[src/rtl/coherence_bus_arbiter_if.sv]
// Bus bundle between the dual-core cache pair, the arbiter and the RAM port.
// master = arbiter side, slave = caches plus memory model.
interface coherence_bus_arbiter_if #(
  parameter int ADDR_W = 32,
  parameter int DATA_W = 32
);
  logic [1:0]             iREN, iwait;
  logic [1:0][ADDR_W-1:0] iaddr;
  logic [1:0][DATA_W-1:0] iload;
  logic [1:0]             dREN, dWEN, dwait;
  logic [1:0][ADDR_W-1:0] daddr;
  logic [1:0][DATA_W-1:0] dstore, dload;
  logic [1:0]             cctrans, ccwrite, ccwait, ccinv;
  logic [1:0][ADDR_W-1:0] ccsnoopaddr;
  logic                   ramREN, ramWEN, ram_ready;
  logic [ADDR_W-1:0]      ramaddr;
  logic [DATA_W-1:0]      ramstore, ramload;

  modport master (
    input  iREN, iaddr, dREN, dWEN, daddr, dstore, cctrans, ccwrite, ramload, ram_ready,
    output iwait, iload, dwait, dload, ccwait, ccinv, ccsnoopaddr,
           ramREN, ramWEN, ramaddr, ramstore
  );

  modport slave (
    output iREN, iaddr, dREN, dWEN, daddr, dstore, cctrans, ccwrite, ramload, ram_ready,
    input  iwait, iload, dwait, dload, ccwait, ccinv, ccsnoopaddr,
           ramREN, ramWEN, ramaddr, ramstore
  );
endinterface

[src/rtl/coherence_bus_arbiter.sv]
// Dual-core memory bus controller: arbitrates icache/dcache traffic onto one RAM
// port and sequences snooping coherence between the two dcaches.
module coherence_bus_arbiter (
  input logic                     CLK,
  input logic                     RST,
  coherence_bus_arbiter_if.master bus
);
  typedef enum logic [3:0] {
    IDLE_B, ICACHE, SNOOP, LD1, LD2, WB1, WB2, C2C1, C2C2
  } state_t;

  state_t     state, state_nxt;
  logic       g, g_nxt;
  logic       d_last, d_last_nxt;
  logic       i_last, i_last_nxt;
  logic       o, dg, ig;
  logic [1:0] dreq;

  // ccwait is only raised outside IDLE_B, so a held snoopee can never be granted.
  assign o    = ~g;
  assign dreq = bus.dREN | bus.dWEN | bus.cctrans;
  assign dg   = dreq[d_last] ? d_last : ~d_last;
  assign ig   = bus.iREN[i_last] ? i_last : ~i_last;

  always_ff @(posedge CLK) begin
    if (RST) begin
      state  <= IDLE_B;
      g      <= 1'b0;
      d_last <= 1'b0;
      i_last <= 1'b0;
    end else begin
      state  <= state_nxt;
      g      <= g_nxt;
      d_last <= d_last_nxt;
      i_last <= i_last_nxt;
    end
  end

  always_comb begin
    state_nxt       = state;
    g_nxt           = g;
    d_last_nxt      = d_last;
    i_last_nxt      = i_last;
    bus.iwait       = 2'b11;
    bus.iload       = '0;
    bus.dwait       = 2'b11;
    bus.dload       = '0;
    bus.ccwait      = 2'b00;
    bus.ccinv       = 2'b00;
    bus.ccsnoopaddr = '0;
    bus.ramREN      = 1'b0;
    bus.ramWEN      = 1'b0;
    bus.ramaddr     = '0;
    bus.ramstore    = '0;

    case (state)
      IDLE_B: begin
        if (|dreq) begin
          g_nxt = dg;
          if (bus.dWEN[dg])         state_nxt = WB1;
          else if (bus.cctrans[dg]) state_nxt = SNOOP;
          else                      state_nxt = LD1;
        end else if (|bus.iREN) begin
          g_nxt     = ig;
          state_nxt = ICACHE;
        end
      end

      ICACHE: begin
        bus.ramREN  = 1'b1;
        bus.ramaddr = bus.iaddr[g];
        if (bus.ram_ready) begin
          bus.iwait[g] = 1'b0;
          bus.iload[g] = bus.ramload;
          i_last_nxt   = o;
          state_nxt    = IDLE_B;
        end
      end

      WB1, WB2: begin
        bus.ramWEN   = 1'b1;
        bus.ramaddr  = bus.daddr[g];
        bus.ramstore = bus.dstore[g];
        if (bus.ram_ready) begin
          bus.dwait[g] = 1'b0;
          if (state == WB1) state_nxt = WB2;
          else begin
            d_last_nxt = o;
            state_nxt  = IDLE_B;
          end
        end
      end

      SNOOP: begin
        bus.ccwait[o]      = 1'b1;
        bus.ccsnoopaddr[o] = bus.daddr[g];
        bus.ccinv[o]       = bus.ccwrite[g];
        // No fill and no writeback pending means an S->M upgrade: done once snooped.
        if (bus.cctrans[g] && !bus.dREN[g]) begin
          bus.dwait[g] = 1'b0;
          d_last_nxt   = o;
          state_nxt    = IDLE_B;
        end else if (bus.ccwrite[o]) state_nxt = C2C1;
        else                         state_nxt = LD1;
      end

      LD1, LD2: begin
        bus.ramREN  = 1'b1;
        bus.ramaddr = bus.daddr[g];
        if (bus.ram_ready) begin
          bus.dwait[g] = 1'b0;
          bus.dload[g] = bus.ramload;
          if (state == LD1) state_nxt = LD2;
          else begin
            d_last_nxt = o;
            state_nxt  = IDLE_B;
          end
        end
      end

      C2C1, C2C2: begin
        // Dirty owner supplies the block; memory is updated in the same beat.
        bus.ccwait[o] = 1'b1;
        bus.ramWEN    = 1'b1;
        bus.ramaddr   = bus.daddr[o];
        bus.ramstore  = bus.dstore[o];
        bus.dload[g]  = bus.dstore[o];
        if (bus.ram_ready) begin
          bus.dwait = 2'b00;
          if (state == C2C1) state_nxt = C2C2;
          else begin
            d_last_nxt = o;
            state_nxt  = IDLE_B;
          end
        end
      end

      default: state_nxt = IDLE_B;
    endcase
  end
endmodule

[src/flat_wrapper.sv]
// flat-port wrapper written by rule: the top's interface ports become plain ports
module coherence_bus_arbiter_flat 
  (CLK, RST, bus_iREN, bus_iaddr, bus_dREN, bus_dWEN, bus_daddr, bus_dstore, bus_cctrans, bus_ccwrite, bus_ramload, bus_ram_ready, bus_iwait, bus_iload, bus_dwait, bus_dload, bus_ccwait, bus_ccinv, bus_ccsnoopaddr, bus_ramREN, bus_ramWEN, bus_ramaddr, bus_ramstore);
  coherence_bus_arbiter_if #(.ADDR_W(32), .DATA_W(32)) bus_i ();
  input logic CLK;
  input logic RST;
  input wire logic [$bits(bus_i.iREN)-1:0] bus_iREN;
  input wire logic [$bits(bus_i.iaddr)-1:0] bus_iaddr;
  input wire logic [$bits(bus_i.dREN)-1:0] bus_dREN;
  input wire logic [$bits(bus_i.dWEN)-1:0] bus_dWEN;
  input wire logic [$bits(bus_i.daddr)-1:0] bus_daddr;
  input wire logic [$bits(bus_i.dstore)-1:0] bus_dstore;
  input wire logic [$bits(bus_i.cctrans)-1:0] bus_cctrans;
  input wire logic [$bits(bus_i.ccwrite)-1:0] bus_ccwrite;
  input wire logic [$bits(bus_i.ramload)-1:0] bus_ramload;
  input wire logic [$bits(bus_i.ram_ready)-1:0] bus_ram_ready;
  output wire logic [$bits(bus_i.iwait)-1:0] bus_iwait;
  output wire logic [$bits(bus_i.iload)-1:0] bus_iload;
  output wire logic [$bits(bus_i.dwait)-1:0] bus_dwait;
  output wire logic [$bits(bus_i.dload)-1:0] bus_dload;
  output wire logic [$bits(bus_i.ccwait)-1:0] bus_ccwait;
  output wire logic [$bits(bus_i.ccinv)-1:0] bus_ccinv;
  output wire logic [$bits(bus_i.ccsnoopaddr)-1:0] bus_ccsnoopaddr;
  output wire logic [$bits(bus_i.ramREN)-1:0] bus_ramREN;
  output wire logic [$bits(bus_i.ramWEN)-1:0] bus_ramWEN;
  output wire logic [$bits(bus_i.ramaddr)-1:0] bus_ramaddr;
  output wire logic [$bits(bus_i.ramstore)-1:0] bus_ramstore;
  assign bus_i.iREN = bus_iREN;
  assign bus_i.iaddr = bus_iaddr;
  assign bus_i.dREN = bus_dREN;
  assign bus_i.dWEN = bus_dWEN;
  assign bus_i.daddr = bus_daddr;
  assign bus_i.dstore = bus_dstore;
  assign bus_i.cctrans = bus_cctrans;
  assign bus_i.ccwrite = bus_ccwrite;
  assign bus_i.ramload = bus_ramload;
  assign bus_i.ram_ready = bus_ram_ready;
  assign bus_iwait = bus_i.iwait;
  assign bus_iload = bus_i.iload;
  assign bus_dwait = bus_i.dwait;
  assign bus_dload = bus_i.dload;
  assign bus_ccwait = bus_i.ccwait;
  assign bus_ccinv = bus_i.ccinv;
  assign bus_ccsnoopaddr = bus_i.ccsnoopaddr;
  assign bus_ramREN = bus_i.ramREN;
  assign bus_ramWEN = bus_i.ramWEN;
  assign bus_ramaddr = bus_i.ramaddr;
  assign bus_ramstore = bus_i.ramstore;
  coherence_bus_arbiter u_core (.CLK(CLK), .RST(RST), .bus(bus_i));
endmodule
[config.mk]
export PLATFORM = sky130hd
export DESIGN_NAME = coherence_bus_arbiter_flat
export DESIGN_NICKNAME = d
export VERILOG_FILES = /design/src/rtl/coherence_bus_arbiter_if.sv /design/src/rtl/coherence_bus_arbiter.sv /design/src/flat_wrapper.sv
export SDC_FILE = /design/constraint.sdc
export NUM_CORES = 1
export LEC_CHECK = 0
export CORE_AREA = 2 2 198 200
export DETAILED_ROUTE_END_ITERATION = 12
export DIE_AREA = 0 0 200 202
export DONT_BUFFER_PORTS = 1
export SLEW_MARGIN = 20
export SYNTH_ARGS = -nofsm -noshare
export SYNTH_HDL_FRONTEND = slang
export SYNTH_SLANG_ARGS = --single-unit
[constraint.sdc]
create_clock -name CLK -period 2.32 [get_ports CLK]
set_input_delay 0.232 -clock CLK [delete_from_list [all_inputs] [get_ports CLK]]
set_output_delay 0.232 -clock CLK [all_outputs]
set_load 0.01 [all_outputs]
==> results.toml <==
[clocking]
worstSkewPairLatency_ns = 0.23
ctsHoldBuffers = 0
clk_pin_slew_worst_paths_ns = 0.04
cts.sinks = 7
tritoncts = "built"
clockBufferDepth = 2
cts-root-buf = "clkbuf_16"
cts_made_buffers = 3
htreeDepth = 1

[logic_synthesis]
synth-compound-area-share_pct = 59.09
synth_ff_type = "dfxtp_1"
synthXorXnorAreaFrac_pct = 0.1989
synth_edf_count = 0
synth-adder-area-share_pct = 0
synthSimpleGateAreaFrac_pct = 26.99
syn-instance-count = 648
syn_nets = 885
yosysWarnings = 0
ys_types = 53
synth-seq-area-share_pct = 3.182
synthArstFlopShare_pct = 0
muxShareOfSynthArea_pct = 0.7386
synth.cell_area_sq_um = 4404
synth_top_family_by_area = "compound AO/OA/AOI/OAI gates"
ys_seq_elements = 7
avgSynthCellArea_sq_um = 6.797

[global_route]
grt_overflow = 0
grt_pass1_vias = 5324
antenna_found_initial = 0
grt_pass1_wl_mm = 35.77
grt_usage_pct = 11.83
grt_max_degree = 66

[pwr]
power_density_nw_per_um2 = 1153
ir_drop_uv = 494.1
leakage_nw = 1.944

[placed_design]
preCtsSetupSlack_ns = -0.08420
dpl.hpwl_mm = 21.52
dp_cells = 1146
placed_area_sq_um = 5424
gp_congestion = 0.9627
io_buffers = 0

[floorplan]
core_region_area_sq_um = 38290
io_pins = 503
die_h_um = 202
start_util_pct = 11.50
rows = 72
dieArea_sq_um = 40400
die_w_um = 200

[critical_path]
start_kind = "flip-flop"
cp_data_arrival_time_ns = 2.04
cp_common_cell = "a22oi_1"
crit_path_end_kind = "output pin"
crit_fanout = 33
crit_required_ns = 2.09
worstSetupPathType = "reg -> out"
crit_chain = "nand3b_1 > a21oi_4 > buf_12 > a22oi_1 > a22oi_1 > buf_4"
critPathMaxStageDelay_ns = 0.44
slowest_stage = "dfxtp_2"
crit_buf_inv = 2
path_delay_family = "compound AO/OA/AOI/OAI gates"

[sta]
hold_viol_final = 0
layout_min_cycle_time_ns = 2.271
fin_crit_sh_pct = 97.90
slew_headroom_pct = 60.93
finClkSkew_ns = 0.002617
fmax_mhz = 440.3
postLayoutSetupSlackWorst_ns = 0.04861
finalMaxSlewViolations = 0
setup_tns_ns = 0
worstMarginPinSlew_ns = 0.5816
setup_viol = 0
timing.hold.ws_ns = 0.06478

[route]
antenna_left = 0
wl_mm = 28.46
wl_per_cell_um = 24.56
vias = 6195
drt_iter0_markers = 578
post-route-drc-count = 0
firstDrtPassIters = 5
viasPerCell = 5.345

[final_layout]
stdcell_area_sq_um = 5852
drive_above_1_share_pct = 19.03
layout_commonest_cell = "a22oi_1"
nets = 879
diodes = 0
final_cells = 1159
final_cell_mix = "a22oi_1 (124), and2_1 (98), a21oi_1 (64), a22o_1 (62), buf_4 (47)"
synthToLayoutAreaGrowth_pct = 32.87

[outcome]
status = "finished clean"

[job]
cap_viol_max_count = 0

[min_path]
holdCritPathClass = "in -> reg"
## timing repair
item | 4_1_cts | 5_1_grt
gates cloned | 1 | 3
hold endpoints to repair | 0 | 0
resized for setup | 17 | 22
pin swaps | 1 | 4
buffers inserted | 2 | 3
endpoints found under the setup margin | 134 | 108
## metrics by stage
stage / util, % / total power, mW
floorplan: - / 3.989
global placement: 14.17 / 5.739
detailed placement: 14.17 / 5.833
CTS: 14.71 / 6.387
global route: 15.28 / 7.226
finish: 15.28 / 6.748
## logic make-up (layout without fill, tap and decap cells)
group,count (synthesis),count (layout)
xor gates and xnor gates,1,1
and+or+nand+nor,190,190
AOI/OAI and AO/OA,355,355
DFF,7,7
muxes,3,3
buffers and inverters,92,85
## cells in the mapped netlist (all sizes together) (3+ instances only)
master / number / area share (%)
o21ai: 5 / 0.57
and2: 99 / 14
or2: 3 / 0.43
a21oi: 73 / 8.4
clkbuf: 40 / 3.4
a221oi: 33 / 6.6
nor2: 11 / 0.99
nor2b: 5 / 0.71
inv: 5 / 0.43
a31oi: 3 / 0.43
nor3: 6 / 0.94
and3: 35 / 5.0
a22o: 63 / 13
a22oi: 126 / 21
a21boi: 35 / 6.0
nand2b: 5 / 0.71
dfxtp: 7 / 3.2
buf: 47 / 5.9
or4: 3 / 0.51
nand2: 9 / 0.77
## layer usage
layer	share of wire, %	vias up	GRT usage, %
li1	-	2547	-
met1	37	3012	13.72
met2	49	575	21.08
met3	11	61	2.419
met4	3.6	0	4.603
met5	0	-	0
## final cells by class
class                      instances  area, sq um
fill                            4343        32430
inverter                           5        18.77
timing repair buffer              76        948.4
sequential                         7        153.9
tap                              518        648.1
multi-input combinational        549         4004
clock buffer                       4        78.83
## registers in the layout (all words and copies together), names as in the netlist
register and cells:
u_core.i_last 1, u_core.state 4, u_core.d_last 1, u_core.g 1
## power breakdown
part	internal (mW)	total (mW)	switching [mW]
Combinational	2.62	6.10	3.48
Sequential	0.180	0.341	0.161
Clock	0.230	0.303	0.0737
## worst reg2reg max path, cell delays in order (launching register included)
cell	delay, ns
dfxtp_2	0.37
buf_4	0.18
or4b_4	0.57
nor3_4	0.21
buf_4	0.16
and4b_1	0.20
o21ai_1	0.14
## path summary, 6_finish.rpt
| kind | from | endpoint | slack, ns | cells after the start |
|---|---|---|---|---|
| hold reg to reg | u_core.i_last | u_core.i_last | 0.54 | 2 |
| setup / recovery | u_core.state[0] | bus_ramaddr[28] | 0.05 | 6 |
| hold / removal | RST | u_core.state[3] | 0.06 | 1 |
| setup reg to reg | u_core.state[0] | u_core.state[0] | 0.41 | 6 |
No activity file was read; power rests on OpenSTA's default activity.
